### config.mk
export PLATFORM = sky130hd
export DESIGN_NAME = controle_rodada
export DESIGN_NICKNAME = d
export VERILOG_FILES = /design/src/rtl/controle_rodada_pkg.sv /design/src/rtl/controle_rodada_subtrator.sv /design/src/rtl/controle_rodada.sv
export SDC_FILE = /design/constraint.sdc
export NUM_CORES = 1
export LEC_CHECK = 0
export CAP_MARGIN = 40
export CORE_ASPECT_RATIO = 0.6
export CORE_UTILIZATION = 41
export DETAILED_ROUTE_END_ITERATION = 8
export GPL_TIMING_DRIVEN = 0
export HOLD_SLACK_MARGIN = 0.03
export PLACE_DENSITY = 0.8
export SLEW_MARGIN = 40
export SYNTH_ARGS = -nofsm -noshare
export SYNTH_HDL_FRONTEND = slang
export SYNTH_SLANG_ARGS = --single-unit
### constraint.sdc
create_clock -name clk -period 1.5 [get_ports clk]
set_input_delay 0.225 -clock clk [delete_from_list [all_inputs] [get_ports clk]]
set_output_delay 0.225 -clock clk [all_outputs]
set_load 0.005 [all_outputs]
### src/rtl/controle_rodada_pkg.sv
// Shared types and widths for the guessing-round controller.
package controle_rodada_pkg;

    localparam int unsigned VAL_W         = 4;
    localparam int unsigned DIFF_W        = 5;
    localparam int unsigned MAX_TRIES_DEF = 7;

    typedef enum logic [2:0] {
        IDLE  = 3'd0,
        ARMED = 3'd1,
        CHECK = 3'd2,
        WON   = 3'd3,
        LOST  = 3'd4
    } state_t;

endpackage

### src/rtl/controle_rodada_subtrator.sv
// 5-bit two's-complement subtractor: y = a - b, purely combinational.
module subtrator_5b
    import controle_rodada_pkg::*;
(
    input  logic [DIFF_W-1:0] a,
    input  logic [DIFF_W-1:0] b,
    output logic [DIFF_W-1:0] y
);

    assign y = a - b;

endmodule

### src/rtl/controle_rodada.sv
// Round controller: captures a secret, judges guesses via an external comparator,
// and tracks attempts and the won/lost outcome.
module controle_rodada
    import controle_rodada_pkg::*;
#(
    parameter int unsigned MAX_TRIES = MAX_TRIES_DEF
) (
    input  logic             clk,
    input  logic             reset,
    input  logic [VAL_W-1:0] secret,
    input  logic             load_secret,
    input  logic [VAL_W-1:0] guess,
    input  logic             guess_valid,
    input  logic             igual,
    input  logic             ate3,
    input  logic             errada,
    output logic [VAL_W-1:0] diff,
    output logic             sinal,
    output logic             diff_valid,
    output logic [2:0]       attempts,
    output logic             won,
    output logic             lost,
    output logic             proto_err
);

    state_t              state_q;
    state_t              state_d;
    logic [VAL_W-1:0]    secret_q;
    logic [VAL_W-1:0]    secret_d;
    logic [DIFF_W-1:0]   res_d;
    logic [DIFF_W-1:0]   sub_y;
    logic [2:0]          attempts_d;
    logic                proto_err_d;
    logic                diff_valid_d;
    logic                won_d;
    logic                lost_d;
    logic [1:0]          verdict_cnt;

    subtrator_5b u_sub (
        .a ({1'b0, guess}),
        .b ({1'b0, secret_q}),
        .y (sub_y)
    );

    assign verdict_cnt = 2'(igual) + 2'(ate3) + 2'(errada);

    // Next-state and next-output logic; load_secret overrides everything below it.
    always_comb begin
        state_d      = state_q;
        secret_d     = secret_q;
        res_d        = {sinal, diff};
        attempts_d   = attempts;
        proto_err_d  = proto_err;

        case (state_q)
            IDLE: ;
            ARMED: begin
                if (guess_valid) begin
                    res_d   = sub_y;
                    state_d = CHECK;
                end
            end
            CHECK: begin
                if (verdict_cnt != 2'd1) begin
                    proto_err_d = 1'b1;
                end
                attempts_d = attempts + 3'd1;
                if (igual) begin
                    state_d = WON;
                end else if (attempts_d == 3'(MAX_TRIES)) begin
                    state_d = LOST;
                end else begin
                    state_d = ARMED;
                end
            end
            WON, LOST: ;
            default: state_d = IDLE;
        endcase

        if (load_secret) begin
            secret_d   = secret;
            attempts_d = '0;
            res_d      = {sinal, diff};
            state_d    = ARMED;
        end

        diff_valid_d = (state_d == CHECK);
        won_d        = (state_d == WON);
        lost_d       = (state_d == LOST);
    end

    always_ff @(posedge clk) begin
        if (reset) begin
            state_q     <= IDLE;
            secret_q    <= '0;
            diff        <= '0;
            sinal       <= 1'b0;
            diff_valid  <= 1'b0;
            attempts    <= '0;
            won         <= 1'b0;
            lost        <= 1'b0;
            proto_err   <= 1'b0;
        end else begin
            state_q     <= state_d;
            secret_q    <= secret_d;
            {sinal, diff} <= res_d;
            diff_valid  <= diff_valid_d;
            attempts    <= attempts_d;
            won         <= won_d;
            lost        <= lost_d;
            proto_err   <= proto_err_d;
        end
    end

endmodule

==> metrics.md, run 1 <==
| Metric | Value |
|---|---|
| Most frequent cells in the layout | `clkdlybuf4s50_1, dfxtp_1, nor2_1, a21oi_1` |
| # setup viols final | `0` |
| Count of final max-slew check failures | `0` |
| Detailed Route WL | `1930 um` |
| Die height | `38.3 um` |
| Final hold viol count | `0` |
| CTS H-tree lvls | `1` |
| Launch point of the worst hold path | `guess[0]` |
| Dpl cell area | `0.00118 mm2` |
| Reg-to-Reg Start | `attempts[1]` |
| CTS tree | `yes` |
| Antenna diodes | `0` |
| Fillers | `151` |
| Worst EP arrival | `1730 ps` |
| GRT Util Overall | `18.2%` |
| Vias in the first global route | `729` |
| Worst r2r dst | `diff_valid` |
| DRT iter0 DRCs | `6` |
| P per Cell Area | `739 mW/mm2` |
| Worst Tran Pin Value | `478 ps` |
| Finished Core Util | `66.4%` |
| Area Growth Syn to Fin | `44.3%` |
| Fmax | `682 MHz` |
| Synth cell types | `27` |
| Rel. slew slack | `68.1%` |
| Layout cell share with drive strength beyond 1 | `18.4%` |
| Die W | `62.4 um` |
| DR WL/cell | `12.6 um` |
| I/O Pins | `27` |
| Commonest non-fill, non-tap cell in the layout | `clkdlybuf4s50_1` |
| Setup Crit Path Kind | `register to register` |
| CTS sink count | `19` |
| Via Count | `747` |
| Post-route setup slack | `34.2 ps` |
| Max-Cap Viols | `0` |
| Crit-path max FO | `3` |
| Worst Hold Path EP | `diff[0]` |
| Post-route minimum period | `1470 ps` |
| Global-route wire length before repair | `3170 um` |
| Cells after Synth | `94` |
| Clk slew on worst S/H paths | `120 ps` |
| Crit share post-route | `97.7%` |
| # rows | `12` |
| CTS Buffer Depth | `2` |
| Overflow after GRT | `0` |
| CP Capture Type | `register` |
| Core area | `0.00195 mm2` |
| Drt pass-1 iters | `4` |
| Reg2reg setup slack | `30 ps` |
| Ys Warns | `0` |
| Via/cell ratio | `4.88` |
| ANT nets after route | `0` |
| Worst Setup Start Kind | `register` |
| Sequential share of the synthesized area | `42.3%` |
| Cts bufs inserted | `3` |
| Leakage power | `0.496 nW` |
| Switching Fraction | `26.0%` |
| CTS root buffer | `clkbuf_4` |
| DP HPWL | `1360 um` |
| Initial Util | `46.0%` |
| Worst path required time | `1760 ps` |
| Share of power burned in registers | `55.6%` |
| VDD IR max | `0.000547 V` |
| NetSw | `0.000249 W` |
| Logic pwr share | `16.5%` |
| Part of the power in the clock network | `27.8%` |
| Nets | `149` |
| Syn Area/Cell | `9.56 um2` |
| Status | `completed` |
| Post-route cell area | `0.00130 mm2` |
| RSZ-0062 raised after global routing | `true` |
| Antenna violations before repair | `0` |
| Pre-CTS WS | `-348 ps` |
| FF+latch count, synth | `19` |
| Placer Congestion | `0.788` |
| Maximum number of pins on one net before global-route repair | `12` |
| WHS | `329 ps` |
| Syn nets | `117` |
| Clock Skews | `9.78 ps` |
| Clk_lat worst skew | `310 ps` |
| I/O Buffers | `25` |
| Worst hold path type | `input port to register` |
| Worst Hold Depth | `4` |
| DRC Markers | `0` |
| FF-to-FF path depth | `5` |
| Synthesized cell area | `898 um2` |
| Int Power | `0.000709 W` |
| Die ar. | `0.00239 mm2` |
-- metrics by stage --
| stage | TNS, ps | std cells | total power, W |
|---|---|---|---|
| 6_report | 0 | 153 | 0.000958 |
| 5_1_grt | -30.1 | 153 | 0.00101 |
| 4_1_cts | -19.7 | 153 | 0.000953 |
| 3_5_place_dp | -1630 | 147 | 0.000690 |
| 3_3_place_gp | -1500 | 147 | 0.000686 |
| 2_1_floorplan | 0 | 94 | 0.000620 |
-- how the worst max path moves through the flow --
stage                start  depth (start not counted)         end
6_report       attempts[1]                          5  diff_valid
4_1_cts        attempts[0]                          6  diff_valid
5_1_grt        attempts[0]                          6  state_q[2]
3_5_place_dp      guess[0]                          8       sinal
3_3_place_gp      guess[0]                          8       sinal
2_1_floorplan  attempts[0]                          5  diff_valid
-- per-layer routing --
metal	routed length (um)	GRT usage, %	up-vias
li1	-	-	381
met1	937	22.2	346
met2	902	30.4	18
met3	83	6.85	2
met4	8	5.81	0
met5	0	0	-
-- flip-flops by register name, summed over array words and instances, names as in the netlist --
name	flops
diff_valid	1
state_q	3
secret_q	4
attempts	3
lost	1
proto_err	1
diff	4
sinal	1
won	1
-- synth_stat cells, drive strengths merged --
library cell,instances,area share [%]
xnor2,3,2.9
and3,1,0.70
clkbuf,2,0.84
nor4,2,1.4
nand2,1,0.42
nor3b,1,1.4
o21ai,3,1.7
nor2b,2,1.4
nor2,12,5.0
ha,6,8.4
xor2,1,0.98
a21oi,8,4.9
and4,1,0.98
a2111oi,1,0.98
nand3b,2,1.7
and2,1,0.70
mux2i,6,6.7
nor4b,1,0.98
a211oi,2,1.7
or4b,1,1.1
fa,2,4.5
buf,2,1.1
dfxtp,19,42
nand2b,4,2.8
nor3,3,1.7
inv,7,2.9
-- layout make-up --
| cell class | instances | area, um2 | share of cell area (%) |
|---|---|---|---|
| Timing Repair Buffer | 27 | 265 | 20.5 |
| Buffer | 4 | 17.5 | 1.35 |
| Sequential cell | 19 | 385 | 29.7 |
| Clock inverter | 1 | 5.00 | 0.386 |
| Clock buffer | 3 | 22.5 | 1.74 |
| Tap cell | 28 | 35.0 | 2.70 |
| Inverter | 7 | 28.8 | 2.22 |
| Multi-Input combinational cell | 64 | 537 | 41.4 |
-- critical path, stage by stage, from the launching register on --
cell and delay, ps:
dfxtp_2 350, ha_4 160, xnor2_2 130, or4b_4 500
a21oi_4 150, and2_1 130
-- kinds of logic after synthesis --
family,count (synthesis),share of synthesized area [%]
buffers and inverters,11,4.88
flip-flops,19,42.3
multiplexers,6,6.69
AO/OA/AOI/OAI,14,9.19
AND/OR/NAND/NOR,32,20.2
XOR/XNOR,4,3.90
adder cells (fa/ha/maj),8,12.8
-- power by group through the flow --
stage,clock [W],combinational [W],sequential [W]
after floorplan,0,0.0000787,0.000542
final,0.000267,0.000158,0.000533
after global placement,0,0.000143,0.000542
after CTS,0.000270,0.000151,0.000532
after global routing,0.000300,0.000175,0.000536
after detailed placement,0,0.000147,0.000543
-- timing repair --
| item | CTS | global route |
|---|---|---|
| buffers inserted | 2 | 0 |
| hold buffers | 0 | 0 |
| endpoints found under the setup margin | 5 | 8 |
| pin swaps | 3 | 5 |
| resized for setup | 11 | 9 |
Note: power is estimated with default switching activity, not from simulation.
==> run 2: changes to the inputs <==
Settings changed: SLEW_MARGIN 40 to 20.
==> results of run 2 <==
The final DEF is identical to that of run 1; final timing and power are the same.
==> run 3: changes to the inputs <==
Settings changed: CTS_CLUSTER_DIAMETER set to 40, MAX_ROUTING_LAYER set to met4, PLACE_DENSITY 0.8 to 0.74.
==> metrics.md, run 3 (synthesis results as in run 1) <==
| Metric | Value |
|---|---|
| Count of final max-slew check failures | `0 (unchanged)` |
| Crit-path cells | `ha_4 -> xnor2_4 -> or4b_4 -> a21oi_4 -> and2_1` |
| WHS | `360 ps (+31.5 ps)` |
| Via Count | `722 (-3.3%)` |
| Layout cell share with drive strength beyond 1 | `16.8% (-1.6 points)` |
| Initial Util | `46.0% (unchanged)` |
| I/O Pins | `27 (unchanged)` |
| CTS root buffer | `clkbuf_4` |
| Max-Cap Viols | `0 (unchanged)` |
| Clk_lat worst skew | `290 ps (-20 ps)` |
| GRT met3 Usage | `5.36% (-1.5 points)` |
| Global-route wire length before repair | `2940 um (-7.4%)` |
| Crit share post-route | `99.6% (+1.9 points)` |
| Worst path max stage delay | `500 ps (about the same)` |
| Post-route minimum period | `1490 ps (+28.2 ps)` |
| DP HPWL | `1380 um (+1.6%)` |
| CTS Buffer Depth | `2 (unchanged)` |
| CTS tree | `yes` |
| Status | `completed` |
| Worst hold path type | `input port to register` |
| Rel. slew slack | `67.5% (-0.59 points)` |
| RSZ-0062 raised after global routing | `true` |
| Leakage power | `0.492 nW (-0.70%)` |
| Finished Core Util | `66.4% (unchanged)` |
| VDD IR max | `0.000421 V (-23%)` |
| Post-route cell area | `0.00130 mm2 (unchanged)` |
| Maximum number of pins on one net before global-route repair | `11 (-1)` |
| CTS sink count | `19 (unchanged)` |
| Crit-path max FO | `3 (unchanged)` |
| Clk slew on worst S/H paths | `100 ps (-20 ps)` |
| ANT nets after route | `0 (unchanged)` |
| Crit path buf inv count | `0 (unchanged)` |
| Cts bufs inserted | `3 (unchanged)` |
| Post-route setup slack | `6.01 ps (-28.2 ps)` |
| Overflow after GRT | `0 (unchanged)` |
| DR WL/cell | `12.4 um (-1.6%)` |
| Core area | `0.00195 mm2 (unchanged)` |
| Via/cell ratio | `4.72 (-3.3%)` |
| Clock Skews | `3.03 ps (-6.75 ps)` |
| Die W | `62.4 um (unchanged)` |
| # rows | `12 (unchanged)` |
| Worst path required time | `1750 ps (about the same)` |
| Fillers | `168 (+11%)` |
| Vias in the first global route | `649 (-11%)` |
| Antenna diodes | `0 (unchanged)` |
| CTS Hold Bufs | `0 (unchanged)` |
| Tot Pwr | `0.000952 W (-0.66%)` |
| DRC Markers | `0 (unchanged)` |
| Die ar. | `0.00239 mm2 (unchanged)` |
| Grt met2 use | `29.1% (-1.4 points)` |
| Biggest regs | `diff (4), secret_q (4)` |
| I/O Buffers | `25 (unchanged)` |
| Final hold viol count | `0 (unchanged)` |
| DRT iter0 DRCs | `17 (+11)` |
| Antenna violations before repair | `0 (unchanged)` |
| CP Capture Type | `register` |
| Pre-CTS WS | `-348 ps (-0.347 ps)` |
| GRT Util Overall | `17.3% (-0.92 points)` |
| Drt pass-1 iters | `4 (unchanged)` |
| P per Cell Area | `734 mW/mm2 (-0.66%)` |
| CP top delay family | `simple AND/OR/NAND/NOR gates` |
| Setup Crit Path Kind | `register to register` |
| Die height | `38.3 um (unchanged)` |
| Dpl cell area | `0.00118 mm2 (unchanged)` |
| CTS H-tree lvls | `1 (unchanged)` |
| Nets | `149 (unchanged)` |
| Placer Congestion | `0.785 (-0.43%)` |
| Worst Tran Pin Value | `487 ps (+8.86 ps)` |
| GR Util met1 | `21.1% (-1.2 points)` |
| Commonest non-fill, non-tap cell in the layout | `clkdlybuf4s50_1` |
| # setup viols final | `0 (unchanged)` |
| Fmax | `669 MHz (-1.9%)` |
| Most frequent cells in the layout | `clkdlybuf4s50_1, dfxtp_1, nor2_1, a21oi_1` |
| Worst Setup Start Kind | `register` |
| Area Growth Syn to Fin | `44.3% (unchanged)` |
| Global route hottest layer | `met2` |
| Detailed Route WL | `1900 um (-1.6%)` |
| Worst EP arrival | `1740 ps (about the same)` |
| Critical path's slowest cell | `or4b_4` |
-- run 3: final cells by class --
type / count / area (um2) / area share [%]
Multi-Input combinational cell: 64 / 538 / 41.5
Sequential cell: 19 / 384 / 29.6
Timing Repair Buffer: 27 / 269 / 20.8
Tap cell: 28 / 35.0 / 2.70
Clock buffer: 4 / 26.3 / 2.03
Inverter: 7 / 26.3 / 2.03
Buffer: 4 / 17.5 / 1.35
-- run 3: timing repair --
| item | in CTS | in global routing |
|---|---|---|
| buffers inserted | 2 | 0 |
| endpoints found under the setup margin | 5 | 8 |
| pin swaps | 4 | 6 |
| gates resized for setup | 10 | 10 |
-- run 3: path summary, 6_finish.rpt --
check              start          to  slack [ps]  cells past startpoint
min                reset     diff[0]         360                      2
max reg2reg  attempts[1]  diff_valid           6                      5
max          attempts[1]  diff_valid           6                      5
min reg2reg      diff[3]     diff[3]         470                      2
-- run 3: worst register-to-register path, cell delays in order (launching register included) --
cell and delay [ps]:
dfxtp_2 350, ha_4 180, xnor2_4 120, or4b_4 500, a21oi_4 160, and2_1 130
-- run 3: metrics by stage --
stage | setup TNS (ps) | std cells
floorplan | 0 | 94
global placement | -1500 | 147
detailed placement | -1820 | 147
CTS | -80.6 | 153
global route | -68.2 | 153
finish | 0 | 153
-- run 3: routing by layer --
layer,vias up,part of all wire (%)
met1,318,51
met4,0,0.68
met5,-,0
met3,2,4.8
met2,18,44
li1,384,-
-- run 3: power by group --
part           switching, W  internal, W  total, W  leakage (nW)
Clock              0.000154     0.000104  0.000257        0.0150
Sequential        0.0000136     0.000520  0.000533         0.156
Combinational     0.0000711    0.0000901  0.000161         0.321
